### src/rtl/wb_dma_copy_pkg.sv
// Shared definitions for the Wishbone block-copy master.
// Holds the bus field widths and the copy-engine FSM encoding.
package wb_dma_copy_pkg;

    localparam int WB_AW = 15;
    localparam int WB_DW = 32;

    localparam logic [1:0] DMA_IDLE  = 2'd0;
    localparam logic [1:0] DMA_READ  = 2'd1;
    localparam logic [1:0] DMA_GAP   = 2'd2;
    localparam logic [1:0] DMA_WRITE = 2'd3;

    typedef enum logic [1:0] {
        ST_IDLE  = DMA_IDLE,
        ST_READ  = DMA_READ,
        ST_GAP   = DMA_GAP,
        ST_WRITE = DMA_WRITE
    } dma_state_t;

endpackage

### src/rtl/wb_dma_buf.sv
// Chunk buffer for the copy engine: one write port fed by read acks,
// one combinational read port indexed by the write-phase request counter.
module wb_dma_buf
    import wb_dma_copy_pkg::*;
#(
    parameter int DW    = WB_DW,
    parameter int LGBUF = 4
) (
    input  logic             i_clk,
    input  logic             i_we,
    input  logic [LGBUF-1:0] i_waddr,
    input  logic [DW-1:0]    i_wdata,
    input  logic [LGBUF-1:0] i_raddr,
    output logic [DW-1:0]    o_rdata
);

    logic [DW-1:0] mem [0:(1<<LGBUF)-1];

    // No reset: contents are only meaningful once a read phase has filled them.
    always_ff @(posedge i_clk) begin
        if (i_we) begin
            mem[i_waddr] <= i_wdata;
        end
    end

    assign o_rdata = mem[i_raddr];

endmodule

### src/rtl/wb_dma_copy.sv
// Pipelined Wishbone master copying a block of words in chunks:
// a read burst into the local buffer, an idle gap, then a write burst out of it.
module wb_dma_copy
    import wb_dma_copy_pkg::*;
#(
    parameter int AW    = WB_AW,
    parameter int DW    = WB_DW,
    parameter int LGBUF = 4
) (
    input  logic          i_clk,
    input  logic          i_rst,
    input  logic          i_start,
    input  logic [AW-1:0] i_src,
    input  logic [AW-1:0] i_dst,
    input  logic [AW:0]   i_len,
    output logic          o_busy,
    output logic          o_done,
    output logic          o_err,
    output logic          o_wb_cyc,
    output logic          o_wb_stb,
    output logic          o_wb_we,
    output logic [AW-1:0] o_wb_addr,
    output logic [DW-1:0] o_wb_data,
    input  logic          i_wb_ack,
    input  logic          i_wb_stall,
    input  logic          i_wb_err,
    input  logic [DW-1:0] i_wb_data
);

    localparam int BUF_WORDS = 1 << LGBUF;
    localparam logic [LGBUF:0] CNT_ONE = 1;

    // Bus handshake: a request is accepted on any edge where stb is high and
    // stall is low; each accepted request is answered by exactly one ack
    // (or the cycle is aborted by err). cyc stays high until the last ack.

    dma_state_t state, state_next;

    logic [AW-1:0]  src_addr, dst_addr, addr;
    logic [AW:0]    remaining;
    logic [LGBUF:0] chunk, req_count, ack_count;
    logic           gap_to_write, busy, done, err;
    logic           cyc, stb, we, accept, last_ack, last_chunk;
    logic [DW-1:0]  buf_rdata;

    function automatic logic [LGBUF:0] chunk_of(input logic [AW:0] words);
        if (words > (AW+1)'(BUF_WORDS)) begin
            return (LGBUF+1)'(BUF_WORDS);
        end
        return words[LGBUF:0];
    endfunction

    assign cyc        = (state == ST_READ) || (state == ST_WRITE);
    assign we         = (state == ST_WRITE);
    assign stb        = cyc && (req_count != chunk);
    assign accept     = stb && !i_wb_stall;
    assign last_ack   = i_wb_ack && ((ack_count + CNT_ONE) == chunk);
    assign last_chunk = (remaining == (AW+1)'(chunk));

    always_ff @(posedge i_clk or posedge i_rst) begin
        if (i_rst) begin
            state <= ST_IDLE;
        end else begin
            state <= state_next;
        end
    end

    always_comb begin
        state_next = state;
        case (state)
            ST_IDLE: begin
                if (i_start && (i_len != '0)) begin
                    state_next = ST_READ;
                end
            end
            ST_READ: begin
                if (i_wb_err) begin
                    state_next = ST_IDLE;
                end else if (last_ack) begin
                    state_next = ST_GAP;
                end
            end
            ST_GAP: begin
                state_next = gap_to_write ? ST_WRITE : ST_READ;
            end
            ST_WRITE: begin
                if (i_wb_err) begin
                    state_next = ST_IDLE;
                end else if (last_ack) begin
                    state_next = last_chunk ? ST_IDLE : ST_GAP;
                end
            end
            default: state_next = ST_IDLE;
        endcase
    end

    always_ff @(posedge i_clk or posedge i_rst) begin
        if (i_rst) begin
            src_addr     <= '0;
            dst_addr     <= '0;
            addr         <= '0;
            remaining    <= '0;
            chunk        <= '0;
            req_count    <= '0;
            ack_count    <= '0;
            gap_to_write <= 1'b0;
            busy         <= 1'b0;
            done         <= 1'b0;
            err          <= 1'b0;
        end else begin
            done <= 1'b0;
            case (state)
                ST_IDLE: begin
                    if (i_start) begin
                        err <= 1'b0;
                        if (i_len == '0) begin
                            done <= 1'b1;
                        end else begin
                            busy      <= 1'b1;
                            src_addr  <= i_src;
                            dst_addr  <= i_dst;
                            addr      <= i_src;
                            remaining <= i_len;
                            chunk     <= chunk_of(i_len);
                            req_count <= '0;
                            ack_count <= '0;
                        end
                    end
                end
                ST_GAP: begin
                    if (gap_to_write) begin
                        addr <= dst_addr;
                    end else begin
                        addr  <= src_addr;
                        chunk <= chunk_of(remaining);
                    end
                end
                ST_READ, ST_WRITE: begin
                    if (i_wb_err) begin
                        err  <= 1'b1;
                        done <= 1'b1;
                        busy <= 1'b0;
                    end else if (last_ack) begin
                        // Every request is already accepted here, so stb is low.
                        req_count    <= '0;
                        ack_count    <= '0;
                        gap_to_write <= (state == ST_READ);
                        if (state == ST_WRITE) begin
                            remaining <= remaining - (AW+1)'(chunk);
                            src_addr  <= src_addr + AW'(chunk);
                            dst_addr  <= dst_addr + AW'(chunk);
                            if (last_chunk) begin
                                done <= 1'b1;
                                busy <= 1'b0;
                            end
                        end
                    end else begin
                        if (accept) begin
                            addr      <= addr + AW'(1);
                            req_count <= req_count + CNT_ONE;
                        end
                        if (i_wb_ack) begin
                            ack_count <= ack_count + CNT_ONE;
                        end
                    end
                end
                default: ;
            endcase
        end
    end

    wb_dma_buf #(
        .DW    (DW),
        .LGBUF (LGBUF)
    ) u_buf (
        .i_clk   (i_clk),
        .i_we    ((state == ST_READ) && i_wb_ack && !i_wb_err),
        .i_waddr (ack_count[LGBUF-1:0]),
        .i_wdata (i_wb_data),
        .i_raddr (req_count[LGBUF-1:0]),
        .o_rdata (buf_rdata)
    );

    assign o_busy    = busy;
    assign o_done    = done;
    assign o_err     = err;
    assign o_wb_cyc  = cyc;
    assign o_wb_stb  = stb;
    assign o_wb_we   = we;
    assign o_wb_addr = cyc ? addr : '0;
    assign o_wb_data = we ? buf_rdata : '0;

endmodule

### config.mk
export PLATFORM = sky130hd
export DESIGN_NAME = wb_dma_copy
export DESIGN_NICKNAME = d
export VERILOG_FILES = /design/src/rtl/wb_dma_copy_pkg.sv /design/src/rtl/wb_dma_buf.sv /design/src/rtl/wb_dma_copy.sv
export SDC_FILE = /design/constraint.sdc
export NUM_CORES = 1
export LEC_CHECK = 0
export CAP_MARGIN = 20
export CELL_PAD_IN_SITES_DETAIL_PLACEMENT = 1
export CELL_PAD_IN_SITES_GLOBAL_PLACEMENT = 1
export CORE_ASPECT_RATIO = 1.75
export CORE_UTILIZATION = 52
export CTS_CLUSTER_DIAMETER = 100
export DETAILED_ROUTE_END_ITERATION = 10
export GPL_TIMING_DRIVEN = 0
export PLACE_DENSITY = 0.85
export SLEW_MARGIN = 20
export SYNTH_ARGS = -nofsm -noshare
export SYNTH_HDL_FRONTEND = slang
export SYNTH_SLANG_ARGS = --single-unit
export TNS_END_PERCENT = 5
### constraint.sdc
create_clock -name i_clk -period 5.1 [get_ports i_clk]
set_clock_uncertainty 0.15 [all_clocks]
set_input_delay 0.765 -clock i_clk [delete_from_list [all_inputs] [get_ports i_clk]]
set_output_delay 0.765 -clock i_clk [all_outputs]
set_load 0.02 [all_outputs]
==> Word-level counts from Yosys, hierarchy flattened <==
Memory sizes are Yosys's and may differ from the RTL's.
Index checks and enable logic that the tools add are counted.
{ "word_totals": {"regBits": 82, "ramBits": 512, "inputBits": 84, "output_inout_bits": 53, "word_cells": 146, "memories": 1} }
{ "memory_table": {"columns": ["name", "depth", "width", "read_ports", "rd_clocked_by_memory_dff", "write_ports", "line_no", "source"], "rows": [
  ["u_buf.mem", 16, 32, 1, 0, 1, "wb_dma_buf.sv:17", "logic [DW-1:0] mem [0:(1<<LGBUF)-1];"]
]} }
{ "classes": {"addsub": 6, "magnitude_cmp": 2, "n_eq_ne": 23, "mux": 77, "bitwise": 1, "n_reduce_logical": 24} }
{ "ops": {"columns": ["cell", "count"], "rows": [
  ["15-bit 2-to-1 mux", 15],
  ["16-bit 2-to-1 mux", 5],
  ["5-bit 2-to-1 mux", 15],
  ["15-bit one-hot mux with 2 select lines", 2],
  ["15-bit one-hot mux with 3 select lines", 1],
  ["16-bit by 5-bit > comparator with 1-bit output (second input constant)", 2],
  ["32-bit 2-to-1 mux", 1],
  ["16-bit one-hot mux with 2 select lines", 1],
  ["15-bit by 5-bit adder with 15-bit output", 2],
  ["5-bit one-hot mux with 2 select lines", 3],
  ["1-bit 2-to-1 mux", 23],
  ["2-bit inequality test (second input constant)", 10],
  ["3-bit inequality test (second input constant)", 6],
  ["16-bit by 5-bit == test with 1-bit output", 1],
  ["16-bit logical NOT", 1],
  ["16-bit nonzero test", 1],
  ["16-bit by 5-bit subtractor with 16-bit output", 1],
  ["15-bit by 1-bit adder with 15-bit output (second input constant)", 1],
  ["5-bit AND reduction", 3],
  ["2-bit 2-to-1 mux", 7],
  ["6-bit AND reduction", 2],
  ["5-bit by 1-bit adder with 5-bit output (second input constant)", 2],
  ["3-bit AND reduction", 3],
  ["2-bit one-hot mux with 4 select lines", 1],
  ["other kinds (14)", 24]
]} }

==> Logic depth before layout (Yosys ltp) <==
{ "depth": {"ltp_word": 9, "mapped_depth": 10, "mapped_depth_nobuf": 10} }

==> Cells and area by module <==
A second synthesis with hierarchy kept.
{ "unflattened": {"cells_unflattened": 1535, "hier_area_um2": 25231.7} }
{ "modules_own_cells": {"columns": ["mod", "instances", "cells_each", "area_each_um2", "seq_area_each_um2"], "rows": [
  ["wb_dma_buf", 1, 806, 19194.7, 15374.7],
  ["wb_dma_copy", 1, 729, 6037.0, 2052.0]
]} }

==> Least setup slack after synthesis <==
OpenSTA, ideal clock, no wires.
{ "synth_path": {"kind": "input -> register", "startpoint": "input port i_wb_err", "endpoint": "memory u_buf.mem[3][0] (netlist bit), enable pin", "setup_time_ps": 461, "arrival_ps": 3685, "required_ps": 4489, "setup_slack_ps": 805, "path_stages": 5, "n_path_buf": 0, "path_cell_list": "nor2_1 > nand2_1 > nor2_1 > nand2_1 > nor3_1"} }
{ "synth_between": {"elab_chain_cells": 4} }
{ "synth_rtl": {"columns": ["element", "line_no", "source"], "rows": [
  ["start: declaration", "wb_dma_copy.sv:26", "input logic i_wb_err,"],
  ["1-bit logical NOT", "wb_dma_copy.sv:177", ".i_we ((state == ST_READ) && i_wb_ack && !i_wb_err),"],
  ["1-bit logical AND", "wb_dma_copy.sv:177", null],
  ["1-bit 2-to-1 mux", "wb_dma_buf.sv:21", "if (i_we) begin"],
  ["1-bit 2-to-1 mux (not written as such)", "wb_dma_buf.sv:22", "mem[i_waddr] <= i_wdata;"],
  ["end: declaration", "wb_dma_buf.sv:17", null]
]} }
Every way passes these cells.

==> Final worst setup path <==
{ "layout_path": {"startpoint": "register state[0]", "endpoint": "output port o_wb_addr[4]"} }
{ "layout_between": {"elab_chain_cells": 3, "word_cells_on_any_way": 4, "classes_between": "eq/ne: 2; mux: 1; reduce/logical: 1"} }
{ "layout_rtl": {"columns": ["element", "line_no", "source"], "rows": [
  ["start: declaration", "wb_dma_copy.sv:37", "dma_state_t state, state_next;"],
  ["start signal: assignment", "wb_dma_copy.sv:64", "state <= state_next;"],
  ["2-bit by 1-bit == test with 1-bit output / 2-bit == test (equally long branches)", "wb_dma_copy.sv:53", "assign cyc = (state == ST_READ) || (state == ST_WRITE);"],
  ["1-bit logical OR *", "wb_dma_copy.sv:53", null],
  ["15-bit 2-to-1 mux *", "wb_dma_copy.sv:190", "assign o_wb_addr = cyc ? addr : '0;"],
  ["end: declaration", "wb_dma_copy.sv:22", "output logic [AW-1:0] o_wb_addr,"]
]} }
Mark *: on every way between the ends. The rest lies on a longest branch, timed or not.

==> impl_metrics.toml <==
[floorplanning]
pin_count = 137
coreArea_sq_mm = 0.0480
die_area_sq_mm = 0.0497
row_count = 106
fp.dieH_microns = 294
die_w_microns = 169
initial_core_util_pct = 52.8

[grt]
grt_pass1_wl_microns = 112000
grt_pass1_vias = 17200
grtUsageTotal_pct = 31.8
antenna_found_initial = 2
overflow = 0
grt_max_degree = 70

[worst_setup_path]
critPathLaunchType = "register"
crit_required_ns = 4.18
critPathCaptureType = "primary output"
worst-setup-path-type = "register to primary output"
worstPathArrival_ns = 4.10
cp_max_fo = 10

[detailed_routing]
firstDrtPassIters = 5
post_drt_wl_per_cell_microns = 31.9
drt_iter0_drc = 1545
wirelength_microns = 76700
viasPerCell = 6.50
drc_errors = 0
num_vias = 15700
final_antenna_net_count = 0

[clock_tree]
htreeDepth = 2
clkTransAtPathRegs_ns = 0.08
clk_latency_ns = 0.60
root_buffer = "clkbuf_16"
hold_buffers = 0
clockBufferDepth = 3
cts_tree = "yes"
numCtsBuffers = 52
clock-sinks = 594

[timing]
relSlewSlack_pct = 29.7
worst_slack_ns = 0.0814
fmax_mhz = 199
setup_violations = 0
layout_min_cycle_time_ns = 5.02
drv_slew = 0
period_share_pct = 98.4
rsz0062_at_grt = "false"
hold_violations = 0
worstMarginPinSlew_ns = 1.05

[synthesis]
ys_ff_latch = 594
ys_warn_count = 0
synth_most_common_cell = "edfxtp_1"
synth_edf_count = 512
synth_area_per_cell_sq_um = 17.1
yosys-top-cells-area = "edfxtp_1 (61%), mux4_2 (14%), dfrtp_1 (8.1%)"
seq_area_frac_synth_pct = 68.7
ys_top_cells_by_count = "edfxtp_1 (512), mux4_2 (160), dfrtp_1 (82), nand2_1 (81), clkbuf_1 (68)"
synthCells = 1482
netlist_area_sq_mm = 0.0254
async_flop_share_pct = 13.8
synth_cell_types = 69
synthFlopType = "edfxtp_1"
synth_top_area_share_pct = 60.6
synth_top_area_cell = "edfxtp_1"
syn-num-nets = 1590

[pwr]
p_total_uw = 15400
p_leak_uw = 0.00986
vdd_drop_max_v = 0.000373
p_per_area_mw_per_mm2 = 510

[placement]
place_congestion = 0.934
port-buffer-count = 136
place_ws_ns = 0.302
hpwl_microns = 52000

[cells_and_area]
utilization_pct = 62.9
drive_above_1_share_pct = 19.4
area_growth_pct = 19.1
nets = 1823

[run_status]
status = "complete, no violations"

[job]
drv_cap = 0

[hold_path]
hold_class = "input port to async pin"
## layout make-up
class	count	area [sq um]
diodes	2	5.00
plain buffers	87	370
clock buffers	59	1350
clock inverters	37	404
fillers	4245	17800
inverters	23	91.3
multi-input cells	778	7630
flip-flops and latches	594	17400
well taps	648	811
repair buffers	179	2120
## stage by stage
| step | setup TNS (ns) | area (sq um) | instances | hold slack [ns] |
|---|---|---|---|---|
| 6_report | 0 | 30200 | 2407 | 0.304 |
| 3_5_place_dp | 0 | 28400 | 2309 | 0.363 |
| 5_1_grt | 0 | 30200 | 2405 | 0.320 |
| 3_3_place_gp | -738.05 | 27500 | 2266 | 0.349 |
| 2_1_floorplan | 0 | 25400 | 1482 | 0.333 |
| 4_1_cts | -0.0145 | 30200 | 2405 | 0.294 |
## power by group
part / switching (uW) / internal [uW]
Sequential: 414 / 5650
Clock: 1850 / 2240
Combinational: 3040 / 2220
Total: 5310 / 10100
## routing by layer
layer / global-route usage [%] / vias to the layer above / share of wire, % / routed length, microns
met5: 0 / - / 0 / 0
met4: 21.4 / 0 / 7.1 / 5410
met3: 4.29 / 242 / 6.0 / 4570
met2: 57.0 / 805 / 53 / 40500
met1: 35.0 / 8135 / 34 / 26200
li1: - / 6469 / - / -
## cell families after synthesis
kind of cell	share of synthesized area, %
compound gates	5.78
xor+xnor	0.587
fa+ha+maj	1.27
buf+inv	1.64
flops	68.7
mux	15.4
simple gates	6.54
## flip-flops by register name (all words and copies together), names as in the netlist
signal / flops
dst_addr: 15
gap_to_write: 1
chunk: 5
ack_count: 5
state: 2
o_busy: 1
req_count: 5
u_buf.mem: 512
addr: 15
src_addr: 15
o_done: 1
remaining: 16
o_err: 1
## timing repair
item / CTS / global route
endpoints found under the setup margin: 32 / 31
cloned: 0 / 0
setup buffers: 0 / 0
gates resized for setup: 34 / 13
pin swaps: 0 / 0
## worst max-delay path, stage by stage (launching register included)
cell,delay [ns]
dfrtp_1,0.33
clkbuf_1,0.31
clkbuf_1,0.72
buf_1,0.62
clkbuf_1,0.66
and2_1,0.24
clkdlybuf4s50_1,0.62
## layout by cell type (no fill, tap or decap), types with 9 or more instances in the layout
cell type	n
edfxtp_1	512
mux4_2	160
clkdlybuf4s50_1	136
dfrtp_1	82
nand2_1	81
clkbuf_1	58
a21oi_1	56
clkbuf_16	53
nor2_1	51
and2_1	50
o21ai_0	34
mux2i_1	29
nand3_1	26
nand4_1	23
inv_1	22
o21ai_1	22
nor3_1	22
ha_1	21
o22ai_1	17
buf_16	17
a211oi_1	16
clkbuf_2	16
a32o_1	13
nor2_4	12
buf_2	11
buf_4	11
xor2_1	10
clkinv_2	10
buf_6	10
nor4_1	9
## final timing paths
check	startpoint	to	slack (ns)	cells after the start
worst max-delay path	state[0]	o_wb_addr[4]	0.08	6
worst min-delay path	i_rst	addr[3]	0.30	2
worst max register to register	state[0]	u_buf.mem[1][22]	1.12	10
worst min register to register	src_addr[4]	src_addr[4]	0.38	2
max in group asynchronous	i_rst	remaining[9]	3.85	3
min in group i_clk	src_addr[4]	src_addr[4]	0.38	2
Power figures use the tool's default switching activity.
